===== config.mk =====
export PLATFORM = sky130hd
export DESIGN_NAME = logic_cell_array
export DESIGN_NICKNAME = d
export VERILOG_FILES = /design/src/rtl/logic_cell_array_pkg.sv /design/src/rtl/logic_cell_array_cell.sv /design/src/rtl/logic_cell_array.sv
export SDC_FILE = /design/constraint.sdc
export NUM_CORES = 1
export LEC_CHECK = 0
export BUFFER_PORTS_ARGS = -buffer_cell sky130_fd_sc_hd__buf_2
export CAP_MARGIN = 30
export CORE_UTILIZATION = 40
export CTS_CLUSTER_DIAMETER = 80
export DETAILED_ROUTE_END_ITERATION = 6
export GPL_TIMING_DRIVEN = 1
export PLACE_DENSITY = 0.73
export SLEW_MARGIN = 40
export SYNTH_ARGS = -nofsm -noshare
export SYNTH_HDL_FRONTEND = slang
export SYNTH_SLANG_ARGS = --single-unit

===== constraint.sdc =====
create_clock -name clk -period 3.2 [get_ports clk]
set_clock_uncertainty 0.2 [all_clocks]
set_input_delay 0.16 -clock clk [delete_from_list [all_inputs] [get_ports clk]]
set_output_delay 0.16 -clock clk [all_outputs]
set_load 0.02 [all_outputs]

===== src/rtl/logic_cell_array_pkg.sv =====
// Shared definitions for the logic cell array: mode codes, their limits and
// the small pure helpers used by each cell and by the load decoder.
package logic_cell_array_pkg;

    localparam int MODE_W = 4;

    typedef enum logic [MODE_W-1:0] {
        MODE_AND  = 4'd0,
        MODE_OR   = 4'd1,
        MODE_NAND = 4'd2,
        MODE_NOR  = 4'd3,
        MODE_XOR  = 4'd4,
        MODE_XNOR = 4'd5,
        MODE_SR   = 4'd6,
        MODE_T    = 4'd7,
        MODE_D    = 4'd8,
        MODE_JK   = 4'd9
    } cell_mode_e;

    // Highest code a cell may be loaded with; everything above is rejected.
    localparam logic [MODE_W-1:0] MODE_MAX = 4'd9;

    // True when the code names one of the ten implemented cell behaviours.
    function automatic logic code_is_valid(input logic [MODE_W-1:0] code);
        return code <= MODE_MAX;
    endfunction

    // Combinational gate result for the six gate modes; storage modes give 0.
    function automatic logic gate_eval(input cell_mode_e m, input logic a, input logic b);
        logic r;
        r = 1'b0;
        case (m)
            MODE_AND:  r = a & b;
            MODE_OR:   r = a | b;
            MODE_NAND: r = ~(a & b);
            MODE_NOR:  r = ~(a | b);
            MODE_XOR:  r = a ^ b;
            MODE_XNOR: r = ~(a ^ b);
            default:   r = 1'b0;
        endcase
        return r;
    endfunction

endpackage


===== src/rtl/logic_cell_array_cell.sv =====
// One logic cell: run-time mode register, storage bit q, previous b for
// edge detection in T mode, and the registered output y.
module logic_cell
    import logic_cell_array_pkg::*;
(
    input  logic              clk,
    input  logic              resetn,
    input  logic              en,
    input  logic              load,
    input  logic [MODE_W-1:0] code,
    input  logic              a,
    input  logic              b,
    output logic              y,
    output logic [MODE_W-1:0] mode
);

    cell_mode_e mode_q;
    logic       q_q;
    logic       q_d;
    logic       y_q;
    logic       y_d;
    logic       b_prev_q;
    logic       b_rise;

    assign b_rise = b & ~b_prev_q;

    // Next q/y for the current mode; storage modes mirror q onto y.
    always_comb begin
        q_d = q_q;
        y_d = y_q;
        case (mode_q)
            MODE_AND, MODE_OR, MODE_NAND, MODE_NOR, MODE_XOR, MODE_XNOR: begin
                y_d = gate_eval(mode_q, a, b);
            end
            MODE_SR: begin
                if (b) begin
                    q_d = 1'b0;
                end else if (a) begin
                    q_d = 1'b1;
                end
                y_d = q_d;
            end
            MODE_T: begin
                if (a && b_rise) begin
                    q_d = ~q_q;
                end
                y_d = q_d;
            end
            MODE_D: begin
                if (b) begin
                    q_d = a;
                end
                y_d = q_d;
            end
            MODE_JK: begin
                case ({a, b})
                    2'b10:   q_d = 1'b1;
                    2'b01:   q_d = 1'b0;
                    2'b11:   q_d = ~q_q;
                    default: q_d = q_q;
                endcase
                y_d = q_d;
            end
            default: begin
                q_d = q_q;
                y_d = y_q;
            end
        endcase
    end

    // A load restarts the cell regardless of en; b history tracks every cycle.
    always_ff @(posedge clk) begin
        if (!resetn) begin
            mode_q   <= MODE_AND;
            q_q      <= 1'b0;
            y_q      <= 1'b0;
            b_prev_q <= 1'b0;
        end else begin
            b_prev_q <= b;
            if (load) begin
                mode_q <= cell_mode_e'(code);
                q_q    <= 1'b0;
                y_q    <= 1'b0;
            end else if (en) begin
                q_q <= q_d;
                y_q <= y_d;
            end
        end
    end

    assign y    = y_q;
    assign mode = mode_q;

endmodule


===== src/rtl/logic_cell_array.sv =====
// Array of independent logic cells with a shared mode-load port; bad loads
// are dropped and flagged with a one-cycle sel_err pulse.
module logic_cell_array
    import logic_cell_array_pkg::*;
#(
    parameter int CHANNELS = 4,
    parameter int CH_W     = 2
) (
    input  logic                       clk,
    input  logic                       resetn,
    input  logic                       en,
    input  logic                       sel_load,
    input  logic [CH_W-1:0]            sel_chan,
    input  logic [MODE_W-1:0]          sel_code,
    input  logic [CHANNELS-1:0]        a,
    input  logic [CHANNELS-1:0]        b,
    output logic [CHANNELS-1:0]        y,
    output logic [MODE_W*CHANNELS-1:0] mode_q,
    output logic                       sel_err
);

    logic [CHANNELS-1:0] chan_hit;
    logic [CHANNELS-1:0] cell_load;
    logic                chan_ok;
    logic                load_ok;
    logic                sel_err_q;
    logic                sel_err_d;

    // The channel is valid only if it matches one of the instantiated cells,
    // which avoids comparing against a constant range.
    assign chan_ok   = |chan_hit;
    assign load_ok   = sel_load & chan_ok & code_is_valid(sel_code);
    assign sel_err_d = sel_load & ~load_ok;

    genvar i;
    generate
        for (i = 0; i < CHANNELS; i++) begin : g_cell
            assign chan_hit[i]  = (sel_chan == CH_W'(i));
            assign cell_load[i] = load_ok & chan_hit[i];

            logic_cell u_cell (
                .clk    (clk),
                .resetn (resetn),
                .en     (en),
                .load   (cell_load[i]),
                .code   (sel_code),
                .a      (a[i]),
                .b      (b[i]),
                .y      (y[i]),
                .mode   (mode_q[MODE_W*i +: MODE_W])
            );
        end
    endgenerate

    // Rejected loads produce exactly one cycle of sel_err.
    always_ff @(posedge clk) begin
        if (!resetn) begin
            sel_err_q <= 1'b0;
        end else begin
            sel_err_q <= sel_err_d;
        end
    end

    assign sel_err = sel_err_q;

endmodule


==> results of run 1 <==
==> where the power goes <==
part | switching, mW | internal, mW
clock network | 0.140 | 0.194
registers | 0.0140 | 0.374
logic | 0.0760 | 0.0586
==> registers in the layout, indices dropped and copies added (netlist names) <==
name                    flops
g_cell.u_cell.mode         16
g_cell.u_cell.b_prev_q      4
g_cell.u_cell.q_q           4
g_cell.u_cell.y             4
sel_err                     1
==> metrics by stage <==
step                setup WS (ps)  utilization (%)
CTS                          1220             48.6
finish                       1210             48.6
global route                 1090             48.6
global placement             1520             45.4
detailed placement           1470             45.4
floorplan                    1500                -
==> cell type report <==
class	instances	area, sq um
flip-flops and latches	29	581
fillers	458	2430
inverters	16	60.1
clock inverters	1	5.00
repair buffers	43	240
clock buffers	7	96.3
multi-input cells	183	1230
well taps	67	83.8
==> layout by cell type (no fill, tap or decap), types with 6 or more instances in the layout <==
| cell type | n |
|---|---|
| buf_2 | 38 |
| nand2_1 | 29 |
| dfxtp_1 | 29 |
| o21ai_0 | 17 |
| inv_1 | 16 |
| mux2i_1 | 14 |
| nor2b_1 | 13 |
| a21oi_1 | 12 |
| ha_1 | 8 |
| nor2_1 | 7 |
| clkbuf_8 | 7 |
| a21boi_0 | 6 |
| nand2b_1 | 6 |
==> worst min-delay path, cell delays in order <==
cell and delay [ps]:
buf_2 130, nand3_1 70, a21boi_0 70
==> worst max-delay path by stage <==
stage	end	slack (ps)	from
5_1_grt	g_cell[3].u_cell.y$_SDFFE_PP0P_	1090	b[3]
4_1_cts	g_cell[3].u_cell.y$_SDFFE_PP0P_	1220	b[3]
3_3_place_gp	g_cell[3].u_cell.y$_SDFFE_PP0P_	1520	b[3]
6_report	g_cell[3].u_cell.y$_SDFFE_PP0P_	1210	b[3]
3_5_place_dp	g_cell[3].u_cell.y$_SDFFE_PP0P_	1470	b[3]
2_1_floorplan	g_cell[0].u_cell.y$_SDFFE_PP0P_	1500	g_cell[0].u_cell.mode[2]$_SDFFE_PN0P_
==> cells by family after synthesis <==
group / synth area share [%]
mux: 7.76
compound gates: 23.5
flops: 29.7
simple gates: 25.3
fa+ha+maj: 5.13
xor+xnor: 1.35
buf+inv: 7.31
==> routing by layer <==
metal  share of wire (%)  up-vias  wire length, microns  GRT usage, %
li1                    -      934                     -             -
met1                  48      845                  2100          24.0
met2                  45       50                  1950          28.7
met3                 5.7        5                   248          3.94
met4                0.92        0                    40          5.66
met5                   0        -                     0             0
==> what timing repair did <==
action,4_1_cts,5_1_grt
hold endpoints to repair,5,0
endpoints found under the setup margin,0,0
resized for setup,0,0
hold buffers,5,0
==> results.cfg, run 1 <==
[outcome]
status = completed

[timing]
finalCritPeriodShare_pct = 62.2
hold_viol_final = 0
setup_viol = 0
min_period_ps = 1990
fin_hold_ws_ps = 9.53
report.final.slew_viol_count = 0
grt_setup_unrepaired = no
worst_pin_slew_ps = 430
fmax_mhz = 502
tns_ps = 0
max-slew-margin-rel_pct = 71.3

[cts]
cts_tree = yes
cts_sinks = 29
htreeDepth = 2
clk_path_buf_depth = 2
cts_made_buffers = 5
post_cts_buffers = 0
clkLatencyLatePin_ps = 280
clk_pin_slew_worst_paths_ps = 60
root_buffer = clkbuf_8

[floorplanning]
dieWidth_microns = 71.9
core_sq_mm = 0.00472
rows = 25
die_y_microns = 71.9
boundaryPins = 39
initial_core_util_pct = 41.3
dieArea_sq_mm = 0.00516

[detailed_routing]
viasPerCell = 5.30
dr.pass1.iters = 4
wl_per_cell_microns = 12.5
routed_wl_mm = 4.34
drc_errors = 0
ant_nets = 0
drt_iter0_drc = 181
vias = 1834

[grt]
antenna_found_initial = 0
grt_max_degree = 27
grt_usage_pct = 17.9
grt_pass1_vias = 1660
overflow = 0
grt_first_pass_wirelength_mm = 7.42

[yosys]
synth_edf_count = 0
synthDistinctLibCells = 52
yosysTopAreaCellShare_pct = 29.7
synth.ff_latch_count = 29
synth_ff_type = dfxtp_1
synth_fp_nets = 269
ys_warn_count = 0
ys_top_cells_by_count = 29 x dfxtp_1, 29 x nand2_1, 17 x o21ai_0, 16 x inv_1, 14 x mux2i_1
yosys-top-cells-area = dfxtp_1 30%, mux2i_1 7.2%, nand2_1 5.6%, ha_1 5.1%, o21ai_0 4.4%
async_flop_share_pct = 0
postSynthCellCount = 243
yosys.area.top_type = dfxtp_1
syn_area_per_cell_sq_um = 8.03
seq_area_frac_synth_pct = 29.7
synth_area_sq_mm = 0.00195

[setup_path]
critPathRequiredTime_ps = 3200
cpMaxStageDelayCell = dlygate4sd3_1
r2r_slack_ps = 1480
cpPeakStageDelay_ps = 520
cp_cell_sequence = dlygate4sd3_1, buf_2, inv_1, ha_1, mux2i_1, or3_1, a21oi_1, a2111oi_0, nor3_1
worst-path-buf-inv = 3
critPathKind = in -> reg
rr_worst_depth = 5
arrival_ps = 1990
cp_top_family = buffers and inverters
r2r-start = g_cell[3].u_cell.mode[0]$_SDFFE_PN0P_
critPathCaptureType = register
critical_path_depth = 9
crit_fanout = 6
startpoint_type = input pin
rr_endpoint = g_cell[3].u_cell.y$_SDFFE_PP0P_

[power]
power_density_mw_per_mm2 = 373
total_power_mw = 0.857
p_leak_nw = 1.00
vdd_drop_max_v = 0.000296

[final_layout]
drive_gt1_share_pct = 19.0
fin_cells = 346
fin_nets = 304
final_cell_area_sq_mm = 0.00229
n_antenna_cell = 0
synthToLayoutAreaGrowth_pct = 17.6

[min_path]
hold_depth = 3
holdPathEnd = g_cell[0].u_cell.mode[2]$_SDFFE_PN0P_
worstHoldPathType = in -> reg
hold_start = sel_code[2]

[placed_design]
place_hpwl_mm = 3.13
dpl_cell_area_sq_mm = 0.00214
dpl.cell_count = 333
gp_congestion = 0.781
numPortBuffers = 38

[job]
drv_cap = 0
No activity file was read; power rests on OpenSTA's default activity.
==> run 2, diff against run 1 <==
Settings changed: PLACE_DENSITY 0.73 to 0.75.
Clock period 3.2 ns to 1.66 ns, I/O delays scaled along.
==> run 2 against run 1 <==
- worst setup slack worse by 1200 ps
- via count increased by 6.7%
- routed wire length is 10% higher
- non-clock buffer count rose by 21
- sequential share of layout area down 1.7 points
- global-route usage rose by 0.76 points
- clock-buffer cell count unchanged
- sequential cell count unchanged
- total power increased by 91%
- first-iteration DRC count down 25%
- largest cell class unchanged
==> results.cfg, run 2 (same netlist as run 1, synthesis figures left out) <==
[timing]
tns_ps = 0
finalCritPeriodShare_pct = 97.7
min_period_ps = 1620
report.final.slew_viol_count = 0
max-slew-margin-rel_pct = 72.3
hold_viol_final = 0
worst_pin_slew_ps = 415
setup_viol = 0
setup_slack_ps = 37.7
fmax_mhz = 616
fin_hold_ws_ps = 41.7

[floorplanning]
boundaryPins = 39
rows = 25
initial_core_util_pct = 41.3
dieWidth_microns = 71.9
dieArea_sq_mm = 0.00516
core_sq_mm = 0.00472
die_y_microns = 71.9

[placed_design]
dpl.cell_count = 345
gp_congestion = 0.892
dpl_cell_area_sq_mm = 0.00224
pre_cts_ws_ps = -22.3
numPortBuffers = 38
place_hpwl_mm = 3.18

[setup_path]
critPathKind = reg -> reg
arrival_ps = 1580
r2r-start = g_cell[3].u_cell.mode[2]$_SDFFE_PN0P_
startpoint_type = register
critPathRequiredTime_ps = 1610
cpMaxStageDelayCell = dfxtp_2
crit_fanout = 9
setup.worst_path.start = g_cell[3].u_cell.mode[2]$_SDFFE_PN0P_
r2r_slack_ps = 40
critPathCaptureType = register
rr_endpoint = g_cell[3].u_cell.y$_SDFFE_PP0P_
cp_cell_sequence = mux2i_1, or3_1, a21oi_1, a2111oi_1, nor3_1
cpPeakStageDelay_ps = 430
rr_worst_depth = 5

[detailed_routing]
ant_nets = 0
vias = 1957
routed_wl_mm = 4.78
wl_per_cell_microns = 13.1
dr.pass1.iters = 4
drc_errors = 0
viasPerCell = 5.35
drt_iter0_drc = 136

[cts]
cts_sinks = 29
cts_made_buffers = 5
clkLatencyLatePin_ps = 280
htreeDepth = 2
root_buffer = clkbuf_8
cts_tree = yes
clk_pin_slew_worst_paths_ps = 60
clk_path_buf_depth = 2

[grt]
grt_pass1_vias = 1764
grt_first_pass_wirelength_mm = 7.73
antenna_found_initial = 0
grt_usage_pct = 18.7
overflow = 0
grt_max_degree = 27

[final_layout]
drive_gt1_share_pct = 28.1
fin_cells = 366
final_common_cell = buf_2
n_antenna_cell = 0
fin_nets = 325
utilization_pct = 53.4
final_cell_area_sq_mm = 0.00252
synthToLayoutAreaGrowth_pct = 29.1
layout_common_cells = 38 x buf_2, 28 x nand2_1, 18 x dfxtp_1
largest_reg_flops = 16

[power]
p_leak_nw = 1.13
total_power_mw = 1.64
power_density_mw_per_mm2 = 650
vdd_drop_max_v = 0.000362

[job]
drv_cap = 0

[outcome]
status = completed

[min_path]
hold_start = resetn
hold_depth = 3
worstHoldPathType = in -> reg
holdPathEnd = g_cell[0].u_cell.q_q$_SDFFE_PP0P_
## run 2: changes by cell type in the layout (fill, tap and decap cells not counted), moves of 2 or more
cell           before  now
dlygate4sd3_1       5   11
dfxtp_2             0   11
buf_4               0   15
nand3b_4            0    2
nand3b_2            2    0
dfxtp_1            29   18
## run 2: worst max-delay path by stage
| stage | end | depth (start not counted) | slack (ps) |
|---|---|---|---|
| after floorplan | g_cell[0].u_cell.y$_SDFFE_PP0P_ | 5 | 20 |
| after global placement | g_cell[3].u_cell.y$_SDFFE_PP0P_ | 8 | 20 |
| after detailed placement | g_cell[3].u_cell.y$_SDFFE_PP0P_ | 8 | -20 |
| after CTS | g_cell[2].u_cell.mode[1]$_SDFFE_PN0P_ | 7 | 20 |
| after global routing | g_cell[3].u_cell.y$_SDFFE_PP0P_ | 5 | -30 |
| final | g_cell[3].u_cell.y$_SDFFE_PP0P_ | 5 | 40 |
## run 2: repair_timing
| item | 4_1_cts | 5_1_grt |
|---|---|---|
| hold endpoints to repair | 22 | 0 |
| hold buffers | 11 | 0 |
| resized for setup | 0 | 21 |
| endpoints found under the setup margin | 0 | 24 |
| buffers inserted | 0 | 3 |
## run 2: report_power, final
part           internal, mW  switching [mW]
clock network         0.328           0.259
logic                 0.140           0.164
registers             0.722          0.0240
total                  1.19           0.447
## run 2: critical path: cells and delay by family (launching register included)
| family | cells | cell delay [ps] |
|---|---|---|
| muxes | 1 | 220 |
| AOI/OAI and AO/OA | 2 | 420 |
| DFF | 1 | 430 |
| and+or+nand+nor | 2 | 230 |
## run 2: cell type report
class | count | area (sq um)
fillers | 444 | 2200
multi-input cells | 183 | 1280
flip-flops and latches | 29 | 594
repair buffers | 64 | 413
clock buffers | 7 | 86.3
well taps | 67 | 83.8
inverters | 16 | 60.1
## run 2: layer usage
| metal | vias to the layer above | wire (microns) | share of wire [%] | global-route usage (%) |
|---|---|---|---|---|
| li1 | 978 | - | - | - |
| met3 | 5 | 236 | 4.9 | 4.78 |
| met2 | 47 | 2270 | 47 | 29.9 |
| met4 | 0 | 30 | 0.63 | 5.01 |
| met5 | - | 0 | 0 | 0 |
| met1 | 927 | 2250 | 47 | 25.0 |
